<file path="config.mk">
export PLATFORM = sky130hd
export DESIGN_NAME = bg_scroll_fetcher_flat
export DESIGN_NICKNAME = d
export VERILOG_FILES = /design/src/rtl/bg_scroll_fetcher_if.sv /design/src/rtl/bg_scroll_fetcher.sv /design/src/flat_wrapper.sv
export SDC_FILE = /design/constraint.sdc
export NUM_CORES = 2
export LEC_CHECK = 0
export BUFFER_PORTS_ARGS = -buffer_cell sky130_fd_sc_hd__buf_2
export CAP_MARGIN = 20
export CORE_MARGIN = 2
export CORE_UTILIZATION = 30
export CTS_CLUSTER_SIZE = 24
export DETAILED_ROUTE_END_ITERATION = 8
export PLACE_DENSITY = 0.44
export SLEW_MARGIN = 5
export SYNTH_ARGS = -nofsm -noshare
export SYNTH_HDL_FRONTEND = slang
export SYNTH_SLANG_ARGS = --single-unit
</file>
<file path="constraint.sdc">
create_clock -name clk -period 5.9 [get_ports clk]
set_clock_uncertainty 0.15 [all_clocks]
set_input_delay 1.475 -clock clk [delete_from_list [all_inputs] [get_ports clk]]
set_output_delay 1.475 -clock clk [all_outputs]
set_load 0.005 [all_outputs]
</file>
<file path="src/rtl/bg_scroll_fetcher_if.sv">
// VRAM read port shared by the background fetch engine.
// Read data is valid exactly one cycle after the mem_rd strobe.
interface bg_scroll_fetcher_if #(
  parameter int unsigned ADDR_W = 12
);
  logic              mem_rd;
  logic [ADDR_W-1:0] mem_addr;
  logic [7:0]        mem_data;

  modport master (output mem_rd, output mem_addr, input mem_data);
  modport slave  (input mem_rd, input mem_addr, output mem_data);
endinterface

</file>
<file path="src/rtl/bg_scroll_fetcher.sv">
// Scanline-buffered background renderer: per-line sequential VRAM fetch into a
// double-buffered line memory, with fine/coarse scrolling and registered pixel output.
module bg_scroll_fetcher #(
  parameter int unsigned       ADDR_W       = 12,
  parameter logic [ADDR_W-1:0] PMB_BASE     = 'h000,
  parameter logic [ADDR_W-1:0] NTBL_BASE    = 'h800,
  parameter int unsigned       COLOR_OFFSET = 960,
  parameter int unsigned       ROWS         = 30
) (
  input  logic                       clk,
  input  logic                       rst,
  input  logic [7:0]                 xp,
  input  logic                       visible,
  input  logic                       fetch_start,
  input  logic [7:0]                 fetch_y,
  input  logic [7:0]                 scroll_x,
  input  logic [7:0]                 scroll_y,
  bg_scroll_fetcher_if.master        mem,
  output logic [1:0]                 r,
  output logic [1:0]                 g,
  output logic [1:0]                 b,
  output logic                       fetch_busy,
  output logic                       fetch_overrun
);
  localparam logic [8:0] LINES = 9'(ROWS * 8);

  typedef enum logic [2:0] {S_IDLE, S_COL, S_NT, S_ATTR, S_P0, S_P1, S_WR} state_t;

  state_t             r_state, w_next;
  logic               w_accept, w_rd;
  logic [ADDR_W-1:0]  w_addr, r_addr_hold;
  logic [18:0]        r_buf [2][33];
  logic               r_disp;
  logic [2:0]         r_fine, r_ty, r_col0, r_col1;
  logic [4:0]         r_coarse, r_row, w_col;
  logic [5:0]         r_e;
  logic [7:0]         r_attr, r_byte0;
  logic [8:0]         w_sy_raw, w_ys_raw, w_px;
  logic [7:0]         w_sy, w_ys;
  logic [2:0]         w_vy, w_color;
  logic [15:0]        w_line_raw, w_line_flip, w_line, w_shift;
  logic [18:0]        w_ent;
  logic [1:0]         w_pix, r_r, r_g, r_b;
  logic               r_overrun;

  assign w_accept = fetch_start && ({1'b0, fetch_y} < LINES);

  // Vertical scroll: both the offset and the sum wrap at the nametable height.
  assign w_sy_raw = {1'b0, scroll_y};
  assign w_sy     = 8'((w_sy_raw >= LINES) ? w_sy_raw - LINES : w_sy_raw);
  assign w_ys_raw = {1'b0, fetch_y} + {1'b0, w_sy};
  assign w_ys     = 8'((w_ys_raw >= LINES) ? w_ys_raw - LINES : w_ys_raw);

  assign w_col   = r_coarse + r_e[4:0];
  assign w_vy    = r_attr[5] ? ~r_ty : r_ty;
  assign w_color = r_attr[7] ? r_col1 : r_col0;

  always_comb begin
    w_line_raw = {r_byte0, mem.mem_data};
    w_line_flip = '0;
    for (int unsigned i = 0; i < 8; i++)
      w_line_flip[2*i +: 2] = w_line_raw[14-2*i +: 2];
    w_line = r_attr[6] ? w_line_flip : w_line_raw;
  end

  always_ff @(posedge clk) begin
    if (rst) r_state <= S_IDLE;
    else     r_state <= w_next;
  end

  always_comb begin
    w_next = r_state;
    w_rd   = 1'b0;
    w_addr = r_addr_hold;
    unique case (r_state)
      S_IDLE: ;
      S_COL: begin
        w_rd   = 1'b1;
        w_addr = NTBL_BASE + ADDR_W'(COLOR_OFFSET);
        w_next = S_NT;
      end
      S_NT: begin
        w_rd   = 1'b1;
        w_addr = NTBL_BASE + ADDR_W'({r_row, w_col});
        w_next = S_ATTR;
      end
      S_ATTR: w_next = S_P0;
      S_P0: begin
        w_rd   = 1'b1;
        w_addr = PMB_BASE + ADDR_W'({r_attr[4:0], w_vy, 1'b0});
        w_next = S_P1;
      end
      S_P1: begin
        w_rd   = 1'b1;
        w_addr = PMB_BASE + ADDR_W'({r_attr[4:0], w_vy, 1'b1});
        w_next = (r_e == 6'd32) ? S_WR : S_NT;
      end
      S_WR: w_next = S_IDLE;
      default: w_next = S_IDLE;
    endcase
    if (w_accept) w_next = S_COL;
  end

  assign mem.mem_rd   = w_rd;
  assign mem.mem_addr = w_addr;
  assign fetch_busy   = (r_state != S_IDLE);

  // An entry is written one tile late: NT of tile e commits tile e-1 using
  // the second pattern byte that is arriving on mem_data in that cycle.
  always_ff @(posedge clk) begin
    if (rst) begin
      for (int unsigned bi = 0; bi < 2; bi++)
        for (int unsigned i = 0; i < 33; i++)
          r_buf[bi][i] <= '0;
      r_disp      <= 1'b0;
      r_fine      <= '0;
      r_coarse    <= '0;
      r_row       <= '0;
      r_ty        <= '0;
      r_e         <= '0;
      r_attr      <= '0;
      r_byte0     <= '0;
      r_col0      <= '0;
      r_col1      <= '0;
      r_addr_hold <= '0;
      r_overrun   <= 1'b0;
    end else begin
      if (w_rd) r_addr_hold <= w_addr;
      if (w_accept) begin
        if (r_state != S_IDLE) r_overrun <= 1'b1;
        r_disp   <= ~r_disp;
        r_fine   <= scroll_x[2:0];
        r_coarse <= scroll_x[7:3];
        r_row    <= w_ys[7:3];
        r_ty     <= w_ys[2:0];
        r_e      <= '0;
      end else begin
        case (r_state)
          S_NT: begin
            if (r_e == 6'd0) {r_col1, r_col0} <= mem.mem_data[5:0];
            else             r_buf[~r_disp][r_e - 6'd1] <= {w_color, w_line};
          end
          S_ATTR: r_attr <= mem.mem_data;
          S_P1: begin
            r_byte0 <= mem.mem_data;
            if (r_e != 6'd32) r_e <= r_e + 6'd1;
          end
          S_WR: r_buf[~r_disp][32] <= {w_color, w_line};
          default: ;
        endcase
      end
    end
  end

  assign w_px    = {1'b0, xp} + {6'b0, r_fine};
  assign w_ent   = r_buf[r_disp][w_px[8:3]];
  assign w_shift = w_ent[15:0] << {w_px[2:0], 1'b0};
  assign w_pix   = w_shift[15:14];

  always_ff @(posedge clk) begin
    if (rst || !visible) begin
      r_r <= '0;
      r_g <= '0;
      r_b <= '0;
    end else begin
      r_r <= w_pix & {2{w_ent[18]}};
      r_g <= w_pix & {2{w_ent[17]}};
      r_b <= w_pix & {2{w_ent[16]}};
    end
  end

  assign r             = r_r;
  assign g             = r_g;
  assign b             = r_b;
  assign fetch_overrun = r_overrun;
endmodule

</file>
<file path="src/flat_wrapper.sv">
// flat-port wrapper written by rule: the top's interface ports become plain ports
module bg_scroll_fetcher_flat 
#(
  parameter int unsigned       ADDR_W       = 12,
  parameter logic [ADDR_W-1:0] PMB_BASE     = 'h000,
  parameter logic [ADDR_W-1:0] NTBL_BASE    = 'h800,
  parameter int unsigned       COLOR_OFFSET = 960,
  parameter int unsigned       ROWS         = 30
)
  (clk, rst, xp, visible, fetch_start, fetch_y, scroll_x, scroll_y, r, g, b, fetch_busy, fetch_overrun, mem_mem_rd, mem_mem_addr, mem_mem_data);
  bg_scroll_fetcher_if #(.ADDR_W(ADDR_W)) mem_i ();
  input  logic clk;
  input  logic rst;
  input  logic [7:0] xp;
  input  logic visible;
  input  logic fetch_start;
  input  logic [7:0] fetch_y;
  input  logic [7:0] scroll_x;
  input  logic [7:0] scroll_y;
  output logic [1:0] r;
  output logic [1:0] g;
  output logic [1:0] b;
  output logic fetch_busy;
  output logic fetch_overrun;
  output wire logic [$bits(mem_i.mem_rd)-1:0] mem_mem_rd;
  output wire logic [$bits(mem_i.mem_addr)-1:0] mem_mem_addr;
  input wire logic [$bits(mem_i.mem_data)-1:0] mem_mem_data;
  assign mem_mem_rd = mem_i.mem_rd;
  assign mem_mem_addr = mem_i.mem_addr;
  assign mem_i.mem_data = mem_mem_data;
  bg_scroll_fetcher #(.ADDR_W(ADDR_W), .PMB_BASE(PMB_BASE), .NTBL_BASE(NTBL_BASE), .COLOR_OFFSET(COLOR_OFFSET), .ROWS(ROWS)) u_core (.clk(clk), .rst(rst), .xp(xp), .visible(visible), .fetch_start(fetch_start), .fetch_y(fetch_y), .scroll_x(scroll_x), .scroll_y(scroll_y), .mem(mem_i), .r(r), .g(g), .b(b), .fetch_busy(fetch_busy), .fetch_overrun(fetch_overrun));
endmodule
</file>
Word level (Yosys, flattened, before mapping)
Memories as Yosys holds them, arrays and structs flattened. A register that Yosys moved wholly into a read port is not among the register bits.
Cells that the tools add are included.
{ "word_totals": {"input_bits": 44, "output_inout_bits": 21, "mem_count": 1, "mem_bits_rw": 1254, "reg_bits": 67, "wordCells": 134} }
{ "classes": {"mux": 50, "shifts": 1, "bitwise_logic": 27, "magnitude_cmp": 6, "addsub": 8, "reduce_logical": 15, "n_eq_ne": 9} }
{ "memory_table": {"columns": ["memory", "depth", "word_bits", "rd", "rd_clocked_by_memory_dff", "write_ports", "line_no", "text"], "rows": [
  ["u_core.r_buf", 2, 627, 1, 1, 2, "bg_scroll_fetcher.sv:32", "logic [18:0] r_buf [2][33];"]
]} }
{ "op_table": {"columns": ["cell", "count"], "rows": [
  ["$mux 627", 3],
  ["$reduce_or 627->1", 1],
  ["$bmux 19 s6", 1],
  ["$demux 19 s6", 1],
  ["$mux 19", 3],
  ["$pmux 12 s4", 1],
  ["$mux 1", 34],
  ["$or 1x1->1", 19],
  ["$pmux 3 s6", 1],
  ["$mux 16", 1],
  ["$mux 8", 2],
  ["$shl 16x4->16", 1],
  ["$sub 8x8->8 const B", 2],
  ["$ge 7x7->1 const B", 2],
  ["$not 6->7", 2],
  ["$add 12x10->12 const A", 1],
  ["$add 8x3->9", 1],
  ["$add 8x8->9", 1],
  ["$eq 3x3->1 const B", 3],
  ["$ge 9x8->1 const B", 1],
  ["$mux 3", 3],
  ["$ge 8x8->1 const B", 1],
  ["$lt 8x8->1 const B", 1],
  ["$reduce_and 2->1", 4],
  ["21 further kinds", 26]
]} }

Logic depth before layout (Yosys ltp)
{ "logic_depth": {"ltp_word": 10, "mapped_depth": 18} }

Worst setup path after synthesis
OpenSTA, ideal clock, no wires.
{ "synth_path": {"path_type": "input -> register", "start": "input fetch_y[5]", "end": "memory u_core.r_buf[1][323] (netlist bit) (enable)", "required_ps": 5349, "slack_ps": 725, "t_arrival_ps": 4624, "setup_ps": 401, "n_path_buf": 4, "stages": 14, "cell_sequence": "nand4_1 -> a21oi_1 -> and2_1 -> buf_6 -> and3_1 -> buf_2 -> o22a_1 -> o32a_1 -> a2111o_1 -> buf_2 -> nand2_1 -> o21ai_1 -> clkbuf_1 -> a21oi_1"} }
{ "synth_rtl": {"columns": ["element", "line_no", "text"], "rows": [
  ["start: declaration", "flat_wrapper.sv:17", "input logic [7:0] fetch_y;"],
  ["end: declaration", "bg_scroll_fetcher.sv:32", null]
]} }

Worst setup path after layout
{ "layout_path": {"start": "input xp[2]", "end": "register u_core.r_g[1] (netlist: u_core.g[1])"} }
{ "layout_between": {"elab_chain_len": 7} }
{ "layout_lines": {"columns": ["element", "line_no", "text"], "rows": [
  ["start: declaration", "flat_wrapper.sv:14", "input logic [7:0] xp;"],
  ["$add 8x3->9 *", "bg_scroll_fetcher.sv:155", "assign w_px = {1'b0, xp} + {6'b0, r_fine};"],
  ["$not 6->7 (implied by the code)", "bg_scroll_fetcher.sv:156", "assign w_ent = r_buf[r_disp][w_px[8:3]];"],
  ["$bmux 19 s6", "bg_scroll_fetcher.sv:156", null],
  ["$mux 19 (implied by the code) (2 in a row)", "bg_scroll_fetcher.sv:156", null],
  ["$shl 16x4->16", "bg_scroll_fetcher.sv:157", "assign w_shift = w_ent[15:0] << {w_px[2:0], 1'b0};"],
  ["$and 2x2->2 *", "bg_scroll_fetcher.sv:167", "r_g <= w_pix & {2{w_ent[17]}};"],
  ["end signal: assignment", "bg_scroll_fetcher.sv:167", null],
  ["end: declaration", "bg_scroll_fetcher.sv:43", "logic [1:0] w_pix, r_r, r_g, r_b;"]
]} }
Mark *: on every way between the ends. The rest lies on a longest branch, timed or not. The select of a mux whose other input is x is not followed.
A chain may end at the register's enable or synchronous reset.

==> flow_summary.yaml <==
clock_tree:
  max-clock-path-buffers: 3
  h-tree-depth: 4
  cts_tree: "built"
  cts.clk_slew.worst_paths_ns: 0.06
  cts_buffers: 151
  cts.sinks: 1322
  post-cts-setup-buffers: 0
  clk_latency_ns: 0.82
  clockRootBuffer: "clkbuf_16"
  postCtsHoldBufs: 0
  postCtsResizedCells: 0
logic_synthesis:
  synth-edff-count: 1254
  ys_types: 92
  async_flop_share_pct: 0
  syn_inst: 4392
  synth_seq_area_share_pct: 67.19
  avgSynthCellArea_um2: 13.22
  ys_ff_latch: 1322
  synth_area_um2: 58070
  yosysWarnings: 0
  synth_nets: 4459
  synth-main-ff-cell: "edfxtp_1"
grt:
  grt_pass1_wl_mm: 352.3
  grt_overflow: 0
  grt_usage_pct: 26.23
  grt_pass1_vias: 39587
  antenna_found_initial: 9
  grt_max_degree: 77
worst_setup_path:
  start_kind: "input pin"
  worstSetupPathType: "input pin to flip-flop"
  arrival_ns: 5.88
  crit_fanout: 13
  cp-end-kind: "flip-flop"
  crit_required_ns: 6.50
floorplan:
  io_pins: 65
  dieWidth_um: 444.0
  core_area_um2: 192400
  die_h_um: 444.0
  initial_utilization_pct: 30.19
  num_rows: 161
  die-area_um2: 197100
power:
  total_power_mw: 22.47
  power.density_nw_per_um2: 326.9
  p_sw_share_pct: 26.66
  power_switching_mw: 5.992
  pwr-share-clk_pct: 40.5
  seq_power_share_pct: 47.5
  pwr-share-comb_pct: 12.0
  ir_worst_vdd_mv: 0.3051
  internal_power_mw: 16.48
  p_leak_nw: 23.66
drt:
  wl_per_cell_um: 35.79
  ant_nets: 0
  via_per_inst: 5.635
  dr.pass1.iters: 6
  vias: 41350
  drc: 0
  routed_wl_mm: 262.6
  drt_iter0_drc: 5621
layout:
  fillers: 18698
  design_area_um2: 68750
  area_delta_synth_final_pct: 18.39
  stdcell_count: 7338
  nets: 4755
  drive_above_1_share_pct: 19.71
timing:
  timing.fmax_mhz: 189.5
  slew_headroom_pct: 18.88
  setup_viol: 0
  hold_violations: 0
  rsz0062_at_grt: "no"
  period_minus_slack_ns: 5.278
  setup-tns-final_ns: 0
  tightest_slew_ns: 1.217
  final_max_slew_viol_count: 0
  min_period_over_period_pct: 89.46
place:
  place_hpwl_mm: 177.6
  placed_area_um2: 64050
  place_congestion: 0.9631
  placed_cells: 7060
  port_buffers: 64
min_path:
  min-delay-path-class: "flip-flop to flip-flop"
outcome:
  run_status: "complete, no violations"
job:
  cap_violations: 0
logic make-up after synthesis:
group	synth area share, %
buffers and inverters	3.122
xor gates and xnor gates	0.4352
adders and majority gates	0.5343
and+or+nand+nor	12.41
muxes	8.765
AOI/OAI and AO/OA	7.547
DFF	67.19
per-stage QoR:
| step | worst slack [ns] | hold WS [ns] | utilization [%] |
|---|---|---|---|
| 2_1_floorplan | 0.7247 | 0.2829 | - |
| 3_3_place_gp | -0.09632 | 0.2948 | 33.29 |
| 3_5_place_dp | -0.1446 | 0.2997 | 33.29 |
| 4_1_cts | 0.7118 | 0.3079 | 35.71 |
| 5_1_grt | 0.5351 | 0.3374 | 35.73 |
| 6_report | 0.6220 | 0.3112 | 35.74 |
critical path: stages:
cell and delay (ns):
buf_2 0.15, ha_1 0.47, nor2_1 0.15, nor2_1 0.81
o31ai_1 0.19, buf_4 0.19, o21ai_0 0.55, o22ai_1 0.23
a211oi_1 0.64, buf_4 0.22, o221ai_1 0.10, o221ai_1 0.24
a22oi_1 0.14, buf_4 0.20, nor2_1 0.10
cells in the mapped netlist (all sizes together) (25+ instances only):
library cell	instances	area (um2)
edfxtp	1254	37660
nor2	687	2586
nand2	604	2297
mux2i	171	1712
clkbuf	165	620.6
buf	159	1087
a21oi	141	720.7
mux4	121	2725
nor3	111	565.5
nand3	110	550.5
and3	75	469.2
o21ai	74	370.4
dfxtp	68	1361
a211oi	65	493.0
mux2	58	653.1
a32oi	50	437.9
a31oi	44	275.3
a21o	36	270.3
inv	28	105.1
o22ai	25	162.6
path summary, 6_finish.rpt:
check | from | endpoint | slack (ns) | depth (start not counted)
worst min register to register | u_core.r_row[0] | u_core.r_row[0] | 0.31 | 2
worst max-delay path | xp[2] | u_core.g[1] | 0.62 | 15
worst min-delay path | u_core.r_row[0] | u_core.r_row[0] | 0.31 | 2
worst max register to register | u_core.r_fine[2] | u_core.g[1] | 0.77 | 14
sequential cells by signal, indices dropped and copies added, names as in the netlist, 2 cells and up, named ones only:
signal,flops
u_core.r_ty,3
u_core.r_col0,3
u_core.r_row,5
u_core.b,2
u_core.r_coarse,5
u_core.g,2
u_core.r_col1,3
u_core.r,2
u_core.r_e,6
u_core.r_addr_hold,12
u_core.r_attr,8
u_core.r_byte0,8
u_core.r_fine,3
u_core.r_state,3
u_core.r_buf,1254
per-layer routing:
layer  share of wire (%)  up-vias  track usage, %
met2                  45     2219           40.95
met4                 5.6        2           13.22
met5              0.0042        -               0
met1                  41    21610           35.43
met3                 7.8      399           4.092
li1                    -    17120               -
area by class of cell:
type | count | area, um2 | share of cell area, %
Timing Repair Buffer | 467 | 4131 | 6.009
Clock inverter | 84 | 685.7 | 0.9973
Multi-Input combinational cell | 2718 | 17650 | 25.68
Sequential cell | 1322 | 39020 | 56.76
Antenna cell | 7 | 17.52 | 0.02548
Inverter | 28 | 105.1 | 0.1529
Clock buffer | 186 | 3974 | 5.780
Tap cell | 2526 | 3161 | 4.597
cells in the final DEF (no fill, tap or decap), types with 37 or more instances in the layout:
master     netlist  routed
a211oi_1        64      64
a21oi_1        139     106
a31oi_1         44      44
a32oi_1         50      50
and3_1          75      75
buf_12           0      61
buf_2           65      63
buf_4           23     342
clkbuf_16        0     154
clkinv_1         0      37
dfxtp_1         68      66
edfxtp_1      1254    1254
mux2_2          58      58
mux2i_1        171     170
mux4_2         121     121
nand2_1        598     596
nand3_1        110     109
nor2_1         686     666
nor3_1         109     106
o21ai_0         68      67
power groups by stage:
stage               clock [mW]  sequential (mW)  combinational, mW
floorplan                    0             10.8               1.19
global placement             0             10.9               2.66
detailed placement           0             10.9               2.65
CTS                       9.20             10.7               2.66
finish                    9.10             10.7               2.70
global route              9.57             10.7               2.75
Note: power is estimated with default switching activity, not from simulation.
